$ cat config.mk
export PLATFORM = sky130hd
export DESIGN_NAME = instruction_queue_flat
export DESIGN_NICKNAME = d
export VERILOG_FILES = /design/src/rtl/instruction_queue_if.sv /design/src/rtl/instruction_queue.sv /design/src/flat_wrapper.sv
export SDC_FILE = /design/constraint.sdc
export NUM_CORES = 1
export LEC_CHECK = 0
export BUFFER_PORTS_ARGS = -buffer_cell sky130_fd_sc_hd__buf_2
export CORE_AREA = 2 2 241 422
export CTS_BUF_LIST = sky130_fd_sc_hd__clkbuf_2
export DETAILED_ROUTE_END_ITERATION = 8
export DIE_AREA = 0 0 243 424
export SYNTH_ARGS = -nofsm -noshare
export SYNTH_HDL_FRONTEND = slang
export SYNTH_SLANG_ARGS = --single-unit
$ cat constraint.sdc
create_clock -name clk -period 25.6 [get_ports clk]
set_input_delay 5.12 -clock clk [delete_from_list [all_inputs] [get_ports clk]]
set_output_delay 5.12 -clock clk [all_outputs]
set_load 0.005 [all_outputs]
$ cat src/rtl/instruction_queue_if.sv
// Fetch/issue handshake bundle for the instruction queue.
// The queue takes the slave modport; the fetch/issue side takes master.
interface instruction_queue_if #(
  parameter int unsigned ADDR_W = 4
);
  logic              flush;
  logic              if_we;
  logic [31:0]       if_inst;
  logic [31:0]       if_pc;
  logic              iq_re;
  logic              iq_full;
  logic              iq_almost_full;
  logic              iq_empty;
  logic [31:0]       iq_inst;
  logic [31:0]       iq_pc;
  logic [ADDR_W:0]   iq_count;

  modport master (
    output flush, if_we, if_inst, if_pc, iq_re,
    input  iq_full, iq_almost_full, iq_empty, iq_inst, iq_pc, iq_count
  );

  modport slave (
    input  flush, if_we, if_inst, if_pc, iq_re,
    output iq_full, iq_almost_full, iq_empty, iq_inst, iq_pc, iq_count
  );
endinterface

$ cat src/rtl/instruction_queue.sv
// In-order first-word-fall-through FIFO between fetch and issue.
// Flags and head outputs depend only on registered state; flush empties it in one edge.
module instruction_queue #(
  parameter int unsigned DEPTH    = 16,
  parameter int unsigned ADDR_W   = 4,
  parameter int unsigned AF_LEVEL = 14
) (
  input logic                  clk,
  input logic                  rst,
  instruction_queue_if.slave   iq
);

  localparam logic [ADDR_W:0]   DepthCnt = (ADDR_W + 1)'(DEPTH);
  localparam logic [ADDR_W:0]   AfCnt    = (ADDR_W + 1)'(AF_LEVEL);
  localparam logic [ADDR_W:0]   CntOne   = (ADDR_W + 1)'(1);
  localparam logic [ADDR_W-1:0] PtrOne   = ADDR_W'(1);

  logic [31:0]       inst_mem [DEPTH];
  logic [31:0]       pc_mem   [DEPTH];

  logic [ADDR_W-1:0] head_q, head_d;
  logic [ADDR_W-1:0] tail_q, tail_d;
  logic [ADDR_W:0]   count_q, count_d;

  logic full, empty;
  logic wr_en, rd_en;

  assign full  = (count_q == DepthCnt);
  assign empty = (count_q == '0);

  // A full queue drops the write even if a read frees a slot this cycle.
  assign wr_en = iq.if_we && !full && !iq.flush;
  assign rd_en = iq.iq_re && !empty && !iq.flush;

  always_comb begin
    head_d  = head_q;
    tail_d  = tail_q;
    count_d = count_q;
    if (iq.flush) begin
      head_d  = '0;
      tail_d  = '0;
      count_d = '0;
    end else begin
      if (wr_en) tail_d = tail_q + PtrOne;
      if (rd_en) head_d = head_q + PtrOne;
      unique case ({wr_en, rd_en})
        2'b10:   count_d = count_q + CntOne;
        2'b01:   count_d = count_q - CntOne;
        default: count_d = count_q;
      endcase
    end
  end

  always_ff @(posedge clk or posedge rst) begin
    if (rst) begin
      head_q  <= '0;
      tail_q  <= '0;
      count_q <= '0;
    end else begin
      head_q  <= head_d;
      tail_q  <= tail_d;
      count_q <= count_d;
    end
  end

  // Storage is deliberately left out of reset and flush.
  always_ff @(posedge clk) begin
    if (wr_en) begin
      inst_mem[tail_q] <= iq.if_inst;
      pc_mem[tail_q]   <= iq.if_pc;
    end
  end

  always_comb begin
    iq.iq_full        = full;
    iq.iq_almost_full = (count_q >= AfCnt);
    iq.iq_empty       = empty;
    iq.iq_count       = count_q;
    iq.iq_inst        = empty ? 32'h0 : inst_mem[head_q];
    iq.iq_pc          = empty ? 32'h0 : pc_mem[head_q];
  end

endmodule

$ cat src/flat_wrapper.sv
// flat-port wrapper written by rule: the top's interface ports become plain ports
module instruction_queue_flat 
#(
  parameter int unsigned DEPTH    = 16,
  parameter int unsigned ADDR_W   = 4,
  parameter int unsigned AF_LEVEL = 14
)
  (clk, rst, iq_flush, iq_if_we, iq_if_inst, iq_if_pc, iq_iq_re, iq_iq_full, iq_iq_almost_full, iq_iq_empty, iq_iq_inst, iq_iq_pc, iq_iq_count);
  instruction_queue_if #(.ADDR_W(ADDR_W)) iq_i ();
  input logic clk;
  input logic rst;
  input wire logic [$bits(iq_i.flush)-1:0] iq_flush;
  input wire logic [$bits(iq_i.if_we)-1:0] iq_if_we;
  input wire logic [$bits(iq_i.if_inst)-1:0] iq_if_inst;
  input wire logic [$bits(iq_i.if_pc)-1:0] iq_if_pc;
  input wire logic [$bits(iq_i.iq_re)-1:0] iq_iq_re;
  output wire logic [$bits(iq_i.iq_full)-1:0] iq_iq_full;
  output wire logic [$bits(iq_i.iq_almost_full)-1:0] iq_iq_almost_full;
  output wire logic [$bits(iq_i.iq_empty)-1:0] iq_iq_empty;
  output wire logic [$bits(iq_i.iq_inst)-1:0] iq_iq_inst;
  output wire logic [$bits(iq_i.iq_pc)-1:0] iq_iq_pc;
  output wire logic [$bits(iq_i.iq_count)-1:0] iq_iq_count;
  assign iq_i.flush = iq_flush;
  assign iq_i.if_we = iq_if_we;
  assign iq_i.if_inst = iq_if_inst;
  assign iq_i.if_pc = iq_if_pc;
  assign iq_i.iq_re = iq_iq_re;
  assign iq_iq_full = iq_i.iq_full;
  assign iq_iq_almost_full = iq_i.iq_almost_full;
  assign iq_iq_empty = iq_i.iq_empty;
  assign iq_iq_inst = iq_i.iq_inst;
  assign iq_iq_pc = iq_i.iq_pc;
  assign iq_iq_count = iq_i.iq_count;
  instruction_queue #(.DEPTH(DEPTH), .ADDR_W(ADDR_W), .AF_LEVEL(AF_LEVEL)) u_core (.clk(clk), .rst(rst), .iq(iq_i));
endmodule
# --- After elaboration in Yosys (flattened, before gate mapping) ---
# Memory sizes are Yosys's and may differ from the RTL's.
# Cells that the tools add are included.
word_totals:
  register_bits: 13
  latchBits: 0
  mem_bits_rw: 1024
  mem_bits_ro: 0
  input_bits: 69
  output_inout_bits: 72
  mem_count: 2
classes:
  n_addsub: 4
  multipliers: 0
  n_div: 0
  order_cmp: 1
  eq_ne: 3
  shift: 0
  n_mux: 10
  n_bitwise: 0
  reduce_logical: 11
mem_list:
  columns: ["name", "words", "word_bits", "rd", "rd_ports_with_merged_regs", "wr", "line_no", "source"]
  rows:
  - ["u_core.inst_mem", 16, 32, 1, 0, 1, "instruction_queue.sv:18", "logic [31:0] inst_mem [DEPTH];"]
  - ["u_core.pc_mem", 16, 32, 1, 0, 1, "instruction_queue.sv:19", "logic [31:0] pc_mem [DEPTH];"]
ops:
  columns: ["cell", "count"]
  rows:
  - ["2-to-1 mux 32 bit", 2]
  - ["2-to-1 mux 4 bit", 4]
  - ["case mux 5 bit (2 select lines)", 1]
  - ["adder 4 x 1 -> 4 bit, second input constant", 2]
  - ["adder 5 x 1 -> 5 bit, second input constant", 1]
  - ["equality test 5 bit, second input constant", 1]
  - [">= comparator 5 x 4 -> 1 bit, second input constant", 1]
  - ["zero test 5 bit", 1]
  - ["2-to-1 mux 5 bit", 1]
  - ["subtractor 5 x 1 -> 5 bit, second input constant", 1]
  - ["logical AND 1 bit", 4]
  - ["nonzero test 2 bit", 2]
  - ["zero test 1 bit", 3]
  - ["nonzero test 3 bit", 1]
  - ["equality test 2 x 1 -> 1 bit, second input constant", 1]
  - ["equality test 2 bit, second input constant", 1]
  - ["2-to-1 mux 1 bit", 2]

# --- Logic depth before layout (Yosys ltp) ---
# Gate-level depths: netlist (run 1).
logic_depth:
  depth_word: 7
  ltp_mapped: 10
  mapped_depth_nobuf: 9

# --- Worst setup path before layout (run 1) ---
# No wires, ideal clock.
synth_path:
  kind: "input -> register"
  start: "in iq_if_we"
  end: "mem u_core.inst_mem[10][0], enable pin"
  setup_ns: 0.666
  t_arrival_ns: 12.204
  required_time_ns: 24.934
  slack_ns: 12.730
  stages: 3
  n_path_buf: 0
  cell_sequence: "a21boi_2 -> nand2_1 -> nor4b_1"
synth_via:
  elab_chain_cells: 4
synth_rtl:
  columns: ["element", "line_no", "source"]
  rows:
  - ["from (decl)", "flat_wrapper.sv:13", "input wire logic [$bits(iq_i.if_we)-1:0] iq_if_we;"]
  - ["logical AND 1 bit (2 in a row)", "instruction_queue.sv:32", "assign wr_en = iq.if_we && !full && !iq.flush;"]
  - ["2-to-1 mux 1 bit", "instruction_queue.sv:68", "if (wr_en) begin"]
  - ["2-to-1 mux 1 bit (not written as such)", "instruction_queue.sv:69", "inst_mem[tail_q] <= iq.if_inst;"]
  - ["to (decl)", "instruction_queue.sv:18", null]
# No other way between the ends.

# --- Final worst setup path (run 1) ---
layout_path:
  start: "reg u_core.head_q[0]"
  end: "out iq_iq_inst[11]"
layout_via:
  elab_chain_cells: 2
layout_rtl:
  columns: ["element", "line_no", "source"]
  rows:
  - ["from (decl)", "instruction_queue.sv:21", "logic [ADDR_W-1:0] head_q, head_d;"]
  - ["from (signal assigned)", "instruction_queue.sv:56", "head_q <= '0;"]
  - ["from (signal assigned)", "instruction_queue.sv:60", "head_q <= head_d;"]
  - ["memory (16 x 32 bit)", null, null]
  - ["2-to-1 mux 32 bit", "instruction_queue.sv:79", "iq.iq_inst = empty ? 32'h0 : inst_mem[head_q];"]
  - ["to (decl)", "flat_wrapper.sv:20", "output wire logic [$bits(iq_i.iq_inst)-1:0] iq_iq_inst;"]
# No other way between the ends.

==> impl_metrics.tcl, run 1 <==
set metrics [dict create \
    worstPathArrival_ns 6.29 \
    combinationalPowerShare_pct 20.0 \
    seq_area_frac_synth_pct 78.45 \
    cts_resized 0 \
    relSlewSlack_pct 11.96 \
    crit_end "iq_iq_inst[11]" \
    synthXorXnorAreaFrac_pct 0.1990 \
    postLayoutCoreUtil_pct 44.11 \
    fillers 8790 \
    crit_chain "buf_4 -> buf_4 -> buf_4 -> mux4_2 -> mux2i_1 -> o22ai_1 -> buf_2" \
    vdd.ir_drop.worst_mv 0.08913 \
    io_buffers 140 \
    postCtsSetupRepairBufs 0 \
    status "finished clean" \
    syn_nets 1755 \
    finalHoldViolations 0 \
    power.density_nw_per_um2 82.39 \
    die_area_um2 103000 \
    core_um2 99810 \
    ctsHoldBuffers 0 \
    p_total_mw 3.627 \
    totalWireLength_um 91940 \
    path_common_cell "buf_4" \
    drcViolationCount 0 \
    cts.sinks 1037 \
    critPathSlowestCell "dfrtp_4" \
    cp_num_buf_inv 4 \
    numCtsBuffers 222 \
    power.internal_mw 2.584 \
    drv_cap 0 \
    grt_max_degree 100 \
    cp.depth 7 \
    synth.area.mux_share_pct 17.95 \
    crit_path_end_kind "primary output" \
    synth_ff_type "edfxtp_1" \
    drive_gt1_share_pct 37.32 \
    reg2reg_to "u_core.inst_mem[11][31]$_DFFE_PP_" \
    vias 18670 \
    place_congestion 0.6980 \
    syn_inst 1679 \
    clk_pin_slew_ns 0.11 \
    synth-compound-area-share_pct 1.241 \
    antenna_found_initial 20 \
    start_util_pct 39.69 \
    postRouteAntennaNets 0 \
    cpLargestDelayFamily "buffers and inverters" \
    p_sw_mw 1.043 \
    async_reset_ff_share_pct 1.254 \
    syn_to_final_growth_pct 11.13 \
    synth-edff-count 1024 \
    ys_seq_elements 1037 \
    final_common_cell "edfxtp_1" \
    fin_setup_tns_ns 0 \
    rows 154 \
    p_leak_nw 13.65 \
    synth_adder_area_share_pct 0.2211 \
    p_seq_share_pct 52.8 \
    die_x_um 243 \
    syn-cell-area_um2 39610 \
    synth_simple_gate_area_share_pct 0.8149 \
    synthDistinctLibCells 40 \
    fmax_mhz 87.66 \
    cts_tree "yes" \
    reg2reg_slack_ns 21.54 \
    routedWlPerCell_um 26.34 \
    cp_slowest_stage_delay_ns 1.04 \
    ctsHtreeMaxLevel 4 \
    grt_usage_pct 18.10 \
    die_h_um 424 \
    vias_per_cell 5.349 \
    clk_latency_ns 1.47 \
    path_max_fanout 54 \
    synth_top_family_by_area "multiplexers" \
    fin_skew_ns 0.08912 \
    startpoint_type "register" \
    grt.overflow.total 0 \
    layout_common_cells "edfxtp_1, clkbuf_2, mux4_2" \
    swShare_pct 28.76 \
    clockBufferDepth 3 \
    yosysWarnings 0 \
    report.final.setup_viol 0 \
    fin_crit_sh_pct 44.56 \
    cp_data_required_time_ns 20.48 \
    critPathKind "reg2out" \
    drt_iter0_drc 1404 \
    grt_pass1_wl_um 134200 \
    io_pins 141 \
    r2r_start "u_core.iq.iq_count[1]$_DFFE_PP0P_" \
    grt_pass1_vias 20630 \
    reg2reg_depth 6 \
    min_path_type "reg2reg" \
    slew_viol_final 0 \
    tightest_slew_ns 1.313 \
    rsz0062_at_grt "false" \
    avgSynthCellArea_um2 23.59 \
    clock_power_share_pct 27.2 \
    cts_root_buf "clkbuf_2" \
    hpwl_um 47450 \
    critPathLaunch "u_core.head_q[0]$_DFFE_PP0P_" \
    drt_pass1_iterations 7 \
    nets 2067 \
    finalCriticalPeriod_ns 11.41 \
]
-- layout make-up --
class                           instances  area [um2]  share of cell area (%)
Sequential cell                      1037       31090                   70.61
Multi-Input combinational cell        543        8219                   18.67
Tap cell                             1326        1659                   3.769
Clock buffer                          315        1577                   3.581
Timing Repair Buffer                  182        1028                   2.336
Clock inverter                         75       416.7                  0.9465
Inverter                                5       18.77                 0.04263
Antenna cell                            7       17.52                 0.03979
-- routing by layer --
layer	up-vias	global-route usage (%)	part of all wire (%)	routed length, um
met2	570	32.15	53	49150
li1	7966	-	-	-
met4	18	7.147	3.0	2750
met3	168	4.573	5.5	5054
met1	9947	20.90	38	34870
met5	-	0	0.13	115
-- registers in the layout, indices dropped and copies added, names as in the netlist --
| name | count |
|---|---|
| u_core.inst_mem | 512 |
| u_core.iq.iq_count | 5 |
| u_core.pc_mem | 512 |
| u_core.tail_q | 4 |
| u_core.head_q | 4 |
-- cell families after synthesis --
kind of cell,after synthesis
AND/OR/NAND/NOR,60
buffers and inverters,99
AO/OA/AOI/OAI,77
multiplexers,390
XOR/XNOR,9
flip-flops,1037
adder cells (fa/ha/maj),7
-- cell usage after synthesis, types with 2 or more instances --
cell	count	area (um2)
a21oi_1	5	25.02
buf_1	10	37.54
buf_2	44	220.2
buf_6	2	22.52
clkbuf_1	37	138.9
dfrtp_1	13	325.3
edfxtp_1	1024	30750
ha_1	7	87.58
inv_1	5	18.77
mux2i_1	133	1331
mux4_2	256	5766
nand2_1	10	37.54
nand2b_1	4	25.02
nand3_1	6	30.03
nand3b_1	2	15.01
nor2_1	19	71.32
nor3_1	4	20.02
nor4_1	3	18.77
o21ai_0	2	10.01
o22ai_1	64	400.4
or3_1	3	18.77
xor2_1	8	70.07
-- how the worst min path moves through the flow --
| stage | from | to | depth (start not counted) |
|---|---|---|---|
| floorplan | u_core.tail_q[2]$_DFFE_PP0P_ | u_core.tail_q[2]$_DFFE_PP0P_ | 2 |
| detailed placement | u_core.tail_q[1]$_DFFE_PP0P_ | u_core.tail_q[1]$_DFFE_PP0P_ | 2 |
| finish | u_core.tail_q[1]$_DFFE_PP0P_ | u_core.tail_q[1]$_DFFE_PP0P_ | 2 |
| CTS | u_core.tail_q[1]$_DFFE_PP0P_ | u_core.tail_q[1]$_DFFE_PP0P_ | 2 |
| global placement | u_core.tail_q[1]$_DFFE_PP0P_ | u_core.tail_q[1]$_DFFE_PP0P_ | 2 |
| global route | u_core.tail_q[1]$_DFFE_PP0P_ | u_core.tail_q[1]$_DFFE_PP0P_ | 2 |
-- per-stage QoR --
step	area (um2)	hold WS, ns	setup WS, ns	instances
after floorplan	39610	0.5445	12.73	1679
after global placement	42010	0.5820	15.48	3093
after detailed placement	42010	0.5961	15.43	3093
after CTS	44000	0.6121	13.65	3483
after global routing	44020	0.6537	13.38	3488
final	44020	0.6101	14.19	3490
-- power by group through the flow --
| stage | registers [mW] | logic (mW) | clock network [mW] |
|---|---|---|---|
| floorplan | 1.93 | 0.494 | 0 |
| global placement | 1.95 | 0.746 | 0 |
| detailed placement | 1.95 | 0.753 | 0 |
| CTS | 1.92 | 0.754 | 1.03 |
| global route | 1.92 | 0.789 | 1.11 |
| finish | 1.91 | 0.727 | 0.986 |
-- worst reg2reg max path: stages (launching register included) --
cell and delay (ns):
dfrtp_1 0.55, nor4_2 0.13, a21boi_2 0.37, nand2_1 0.29, nor3_2 1.05, buf_4 0.50
buf_4 0.74
Power figures use the tool's default switching activity.
==> run 2, diff against run 1 <==
==> constraint.sdc (replaced) <==
create_clock -name clk -period 10.3 [get_ports clk]
set_input_delay 2.06 -clock clk [delete_from_list [all_inputs] [get_ports clk]]
set_output_delay 2.06 -clock clk [all_outputs]
set_load 0.005 [all_outputs]
==> impl_metrics.tcl, run 2 (synthesized netlist as in run 1, its figures left out) <==
set metrics [dict create \
    fillers 8714 \
    clk_latency_ns 1.41 \
    die_x_um 243 \
    path_max_fanout 116 \
    rows 154 \
    regArea_um2 31090 \
    tightest_slew_ns 1.097 \
    crit_path_end_kind "primary output" \
    power.density_nw_per_um2 204.4 \
    report.final.setup_viol 0 \
    r2r_start "u_core.iq.iq_count[1]$_DFFE_PP0P_" \
    fin_crit_sh_pct 67.53 \
    grt_pass1_wl_um 133700 \
    core_um2 99810 \
    postCtsSetupRepairBufs 0 \
    status "finished clean" \
    crit_end "iq_iq_inst[0]" \
    rsz0062_at_grt "false" \
    cts_tree "yes" \
    drcViolationCount 0 \
    place_congestion 0.7210 \
    final_common_cell "edfxtp_1" \
    hold-worst-slack_ns 0.6184 \
    postLayoutCoreUtil_pct 44.09 \
    antenna_found_initial 24 \
    dpl_cell_area_um2 42030 \
    cp.depth 6 \
    finalCriticalPeriod_ns 6.955 \
    multi_input_area_um2 8219 \
    drt_pass1_iterations 5 \
    dpl.cell_count 3090 \
    fin_skew_ns 0.07028 \
    grt_usage_pct 17.97 \
    critPathSlowestCell "dfrtp_4" \
    nets 2052 \
    design_area_um2 44010 \
    relSlewSlack_pct 26.85 \
    totalWireLength_um 91810 \
    ctsHtreeMaxLevel 4 \
    critPathLaunch "u_core.head_q[0]$_DFFE_PP0P_" \
    setup_ws_ns 3.345 \
    clockBufferDepth 3 \
    postRouteAntennaNets 0 \
    slew_viol_final 0 \
    cts.sinks 1037 \
    vias_per_cell 5.412 \
    start_util_pct 39.69 \
    vias 18780 \
    reg2reg_to "u_core.inst_mem[8][3]$_DFFE_PP_" \
    p_total_mw 8.995 \
    drv_cap 0 \
    cp_num_buf_inv 3 \
    cp_slowest_stage_delay_ns 1.00 \
    cts_resized 0 \
    grt.overflow.total 0 \
    worstPathArrival_ns 4.90 \
    drive_gt1_share_pct 36.34 \
    io_buffers 140 \
    syn_to_final_growth_pct 11.09 \
    grt_pass1_vias 20470 \
    reg2reg_slack_ns 6.42 \
    cts_root_buf "clkbuf_2" \
    fin_setup_tns_ns 0 \
    post-place-ws_ns 4.624 \
    reg2reg_depth 6 \
    vdd.ir_drop.worst_mv 0.1855 \
    cpLargestDelayFamily "buffers and inverters" \
    hpwl_um 45320 \
    crit_chain "buf_4 -> buf_12 -> mux4_2 -> mux2i_1 -> o22ai_1 -> buf_2" \
    startpoint_type "register" \
    cp_data_required_time_ns 8.24 \
    die_area_um2 103000 \
    ctsHoldBuffers 0 \
    clk_pin_slew_ns 0.11 \
    grt_max_degree 137 \
    p_leak_nw 13.58 \
    drt_iter0_drc 1376 \
    critPathKind "reg2out" \
    fmax_mhz 143.8 \
    io_pins 141 \
    layout_common_cells "edfxtp_1, clkbuf_2, mux4_2" \
    routedWlPerCell_um 26.46 \
    min_path_type "reg2reg" \
    final_cells 3470 \
    numCtsBuffers 210 \
    finalHoldViolations 0 \
    die_h_um 424 \
]
run 2: changes by cell type in the layout (fill, tap and decap cells not counted):
| cell | previous run | this run |
|---|---|---|
| inv_6 | 5 | 0 |
| clkinv_4 | 1 | 2 |
| diode_2 | 7 | 3 |
| clkinv_2 | 9 | 8 |
| clkinv_1 | 51 | 62 |
| bufinv_16 | 3 | 6 |
| inv_2 | 2 | 4 |
| buf_12 | 1 | 4 |
| buf_4 | 41 | 35 |
| clkbuf_2 | 315 | 291 |
run 2: worst min-delay path: stages, from the launching register on:
cell and delay (ns):
dfrtp_1 0.45, nand2_1 0.08, a21oi_1 0.06
run 2: final cells by class:
type                    count  area share, %
flip-flops and latches   1037          70.64
multi-input cells         543          18.68
well taps                1326          3.770
clock buffers             291          3.310
repair buffers            179          2.371
clock inverters            86          1.171
inverters                   5        0.04265
diodes                      3        0.01706
run 2: worst min-delay path by stage:
stage	cells after the start	startpoint	to	slack, ns
floorplan	2	u_core.tail_q[2]$_DFFE_PP0P_	u_core.tail_q[2]$_DFFE_PP0P_	0.54
global placement	2	u_core.tail_q[1]$_DFFE_PP0P_	u_core.tail_q[1]$_DFFE_PP0P_	0.58
detailed placement	2	u_core.tail_q[1]$_DFFE_PP0P_	u_core.tail_q[1]$_DFFE_PP0P_	0.60
CTS	2	rst	u_core.iq.iq_count[2]$_DFFE_PP0P_	0.49
global route	2	rst	u_core.iq.iq_count[2]$_DFFE_PP0P_	0.64
finish	2	u_core.tail_q[1]$_DFFE_PP0P_	u_core.tail_q[1]$_DFFE_PP0P_	0.62
run 2: layer usage:
metal	vias to the layer above	wire length, um	share of wire (%)	track usage (%)
met5	-	186	0.20	0
met4	26	2822	3.1	7.597
met3	211	4920	5.4	3.738
met2	620	48690	53	32.00
met1	9993	35200	38	21.02
li1	7929	-	-	-
run 2: power by group:
group | total [mW] | switching, mW | internal (mW)
clock network | 2.44 | 1.52 | 0.923
logic | 1.80 | 0.963 | 0.834
registers | 4.75 | 0.0719 | 4.68
total | 8.99 | 2.55 | 6.44
==> run 3, diff against run 2 <==
==> constraint.sdc (replaced) <==
create_clock -name clk -period 6.9 [get_ports clk]
set_input_delay 1.38 -clock clk [delete_from_list [all_inputs] [get_ports clk]]
set_output_delay 1.38 -clock clk [all_outputs]
set_load 0.005 [all_outputs]
==> impl_metrics.tcl, run 3 (synthesized netlist as in run 1, its figures left out) <==
set metrics [dict create \
    status "finished clean" \
    p_sw_mw 3.776 \
    totalWireLength_um 91920 \
    fin_skew_ns 0.06204 \
    fin_crit_sh_pct 81.36 \
    crit_chain "buf_4 -> mux4_2 -> mux2i_1 -> o22ai_1 -> buf_2" \
    postRouteAntennaNets 0 \
    power.internal_mw 9.525 \
    io_buffers 140 \
    vias 18760 \
    r2r_start "u_core.iq.iq_count[1]$_DFFE_PP0P_" \
    cp_slowest_stage_delay_ns 1.14 \
    drt_pass1_iterations 5 \
    report.final.setup_viol 0 \
    place_congestion 0.7590 \
    fmax_mhz 178.1 \
    hold-worst-slack_ns 0.3760 \
    hold_end "u_core.inst_mem[10][26]$_DFFE_PP_" \
    cts.sinks 1037 \
    routedWlPerCell_um 26.38 \
    core_um2 99810 \
    power.density_nw_per_um2 301.3 \
    clock_power_share_pct 26.4 \
    finalHoldViolations 0 \
    grt_pass1_wl_um 135000 \
    cts_tree "yes" \
    reg2reg_to "u_core.pc_mem[7][22]$_DFFE_PP_" \
    grt_pass1_vias 20540 \
    cp_num_buf_inv 2 \
    antenna_found_initial 19 \
    holdPathStages 1 \
    min_from "iq_if_inst[26]" \
    combinationalPowerShare_pct 20.3 \
    slew_viol_final 0 \
    tightest_slew_ns 1.198 \
    finalCriticalPeriod_ns 5.614 \
    p_leak_nw 13.64 \
    p_seq_share_pct 53.3 \
    cpLargestDelayFamily "flip-flops" \
    clockBufferDepth 3 \
    cp_data_required_time_ns 5.52 \
    hpwl_um 47490 \
    clk_latency_ns 1.36 \
    io_pins 141 \
    reg2reg_depth 6 \
    critPathKind "reg2out" \
    grt_usage_pct 18.02 \
    cts_root_buf "clkbuf_2" \
    relSlewSlack_pct 19.92 \
    drv_cap 0 \
    startpoint_type "register" \
    crit_path_end_kind "primary output" \
    die_area_um2 103000 \
    critPathSlowestCell "dfrtp_4" \
    postCtsSetupRepairBufs 0 \
    rows 154 \
    path_max_fanout 62 \
    dpl.cell_count 3099 \
    ctsHtreeMaxLevel 4 \
    fin_setup_tns_ns 0 \
    final_cells 3484 \
    reg2reg_slack_ns 3.54 \
    ctsHoldBuffers 1 \
    nets 2063 \
    drt_iter0_drc 1416 \
    syn_to_final_growth_pct 11.46 \
    vias_per_cell 5.385 \
    cts_resized 0 \
    layout_common_cells "edfxtp_1, clkbuf_2, mux4_2" \
    min_path_type "in2reg" \
    dpl_cell_area_um2 42240 \
    drive_gt1_share_pct 36.40 \
    grt_max_degree 97 \
    die_h_um 424 \
    numCtsBuffers 211 \
    drcViolationCount 0 \
    grt.overflow.total 0 \
    rsz0062_at_grt "false" \
    worstPathArrival_ns 4.23 \
    clk_pin_slew_ns 0.12 \
    start_util_pct 39.69 \
    swShare_pct 28.39 \
    die_x_um 243 \
    design_area_um2 44150 \
    vdd.ir_drop.worst_mv 0.1797 \
    final_common_cell "edfxtp_1" \
    critPathLaunch "u_core.head_q[2]$_DFFE_PP0P_" \
    fillers 8650 \
]
==> run 3: changes by cell type in the layout (fill, tap and decap cells not counted), sizes merged <==
cell and change:
clkinvlp -2, clkbuf -2, bufinv -3, inv +2, diode +1, buf +9
dlygate4sd3 +1, clkinv +8
==> run 3: layout make-up <==
type                            instances  area, um2  area share (%)
Sequential cell                      1037      31090           70.41
Multi-Input combinational cell        543       8254           18.70
Tap cell                             1326       1659           3.758
Clock buffer                          289       1446           3.276
Timing Repair Buffer                  189       1234           2.794
Clock inverter                         91      442.9           1.003
Inverter                                5      18.77         0.04251
Antenna cell                            4      10.01         0.02267
==> run 3: worst register-to-register path: stages, from the launching register on <==
cell and delay (ns):
dfrtp_1 0.56, or4_4 0.25, o21ai_1 0.26, nor2_1 0.27, nand2_1 0.22, nor2_4 0.99
buf_12 0.43
==> run 3: how the worst max path moves through the flow <==
| stage | end | cells after the start |
|---|---|---|
| floorplan | u_core.inst_mem[8][0]$_DFFE_PP_ | 3 |
| detailed placement | iq_iq_pc[16] | 5 |
| global placement | iq_iq_pc[16] | 5 |
| CTS | iq_iq_pc[16] | 5 |
| finish | iq_iq_pc[12] | 5 |
| global route | iq_iq_pc[16] | 5 |
==> run 3: through the flow <==
step / util, % / power [mW] / worst slack [ns]
finish: 44.23 / 13.30 / 1.286
CTS: 44.22 / 13.54 / 0.9876
floorplan: - / 9.000 / 0.05466
global route: 44.23 / 13.95 / 0.9316
global placement: 42.32 / 9.993 / 2.582
detailed placement: 42.32 / 10.02 / 2.598
==> run 3: power groups by stage <==
| stage | logic [mW] | registers [mW] | clock network [mW] |
|---|---|---|---|
| floorplan | 1.84 | 7.16 | 0 |
| global placement | 2.77 | 7.22 | 0 |
| detailed placement | 2.79 | 7.23 | 0 |
| CTS | 2.80 | 7.09 | 3.66 |
| global route | 2.94 | 7.10 | 3.91 |
| finish | 2.70 | 7.09 | 3.51 |
==> run 3: layer usage <==
layer | GRT usage [%] | vias to the layer above | wire, um
met2 | 31.73 | 551 | 48490
li1 | - | 7955 | -
met1 | 21.91 | 10080 | 36440
met5 | 0 | - | 116
met3 | 3.941 | 159 | 4789
met4 | 6.084 | 20 | 2089
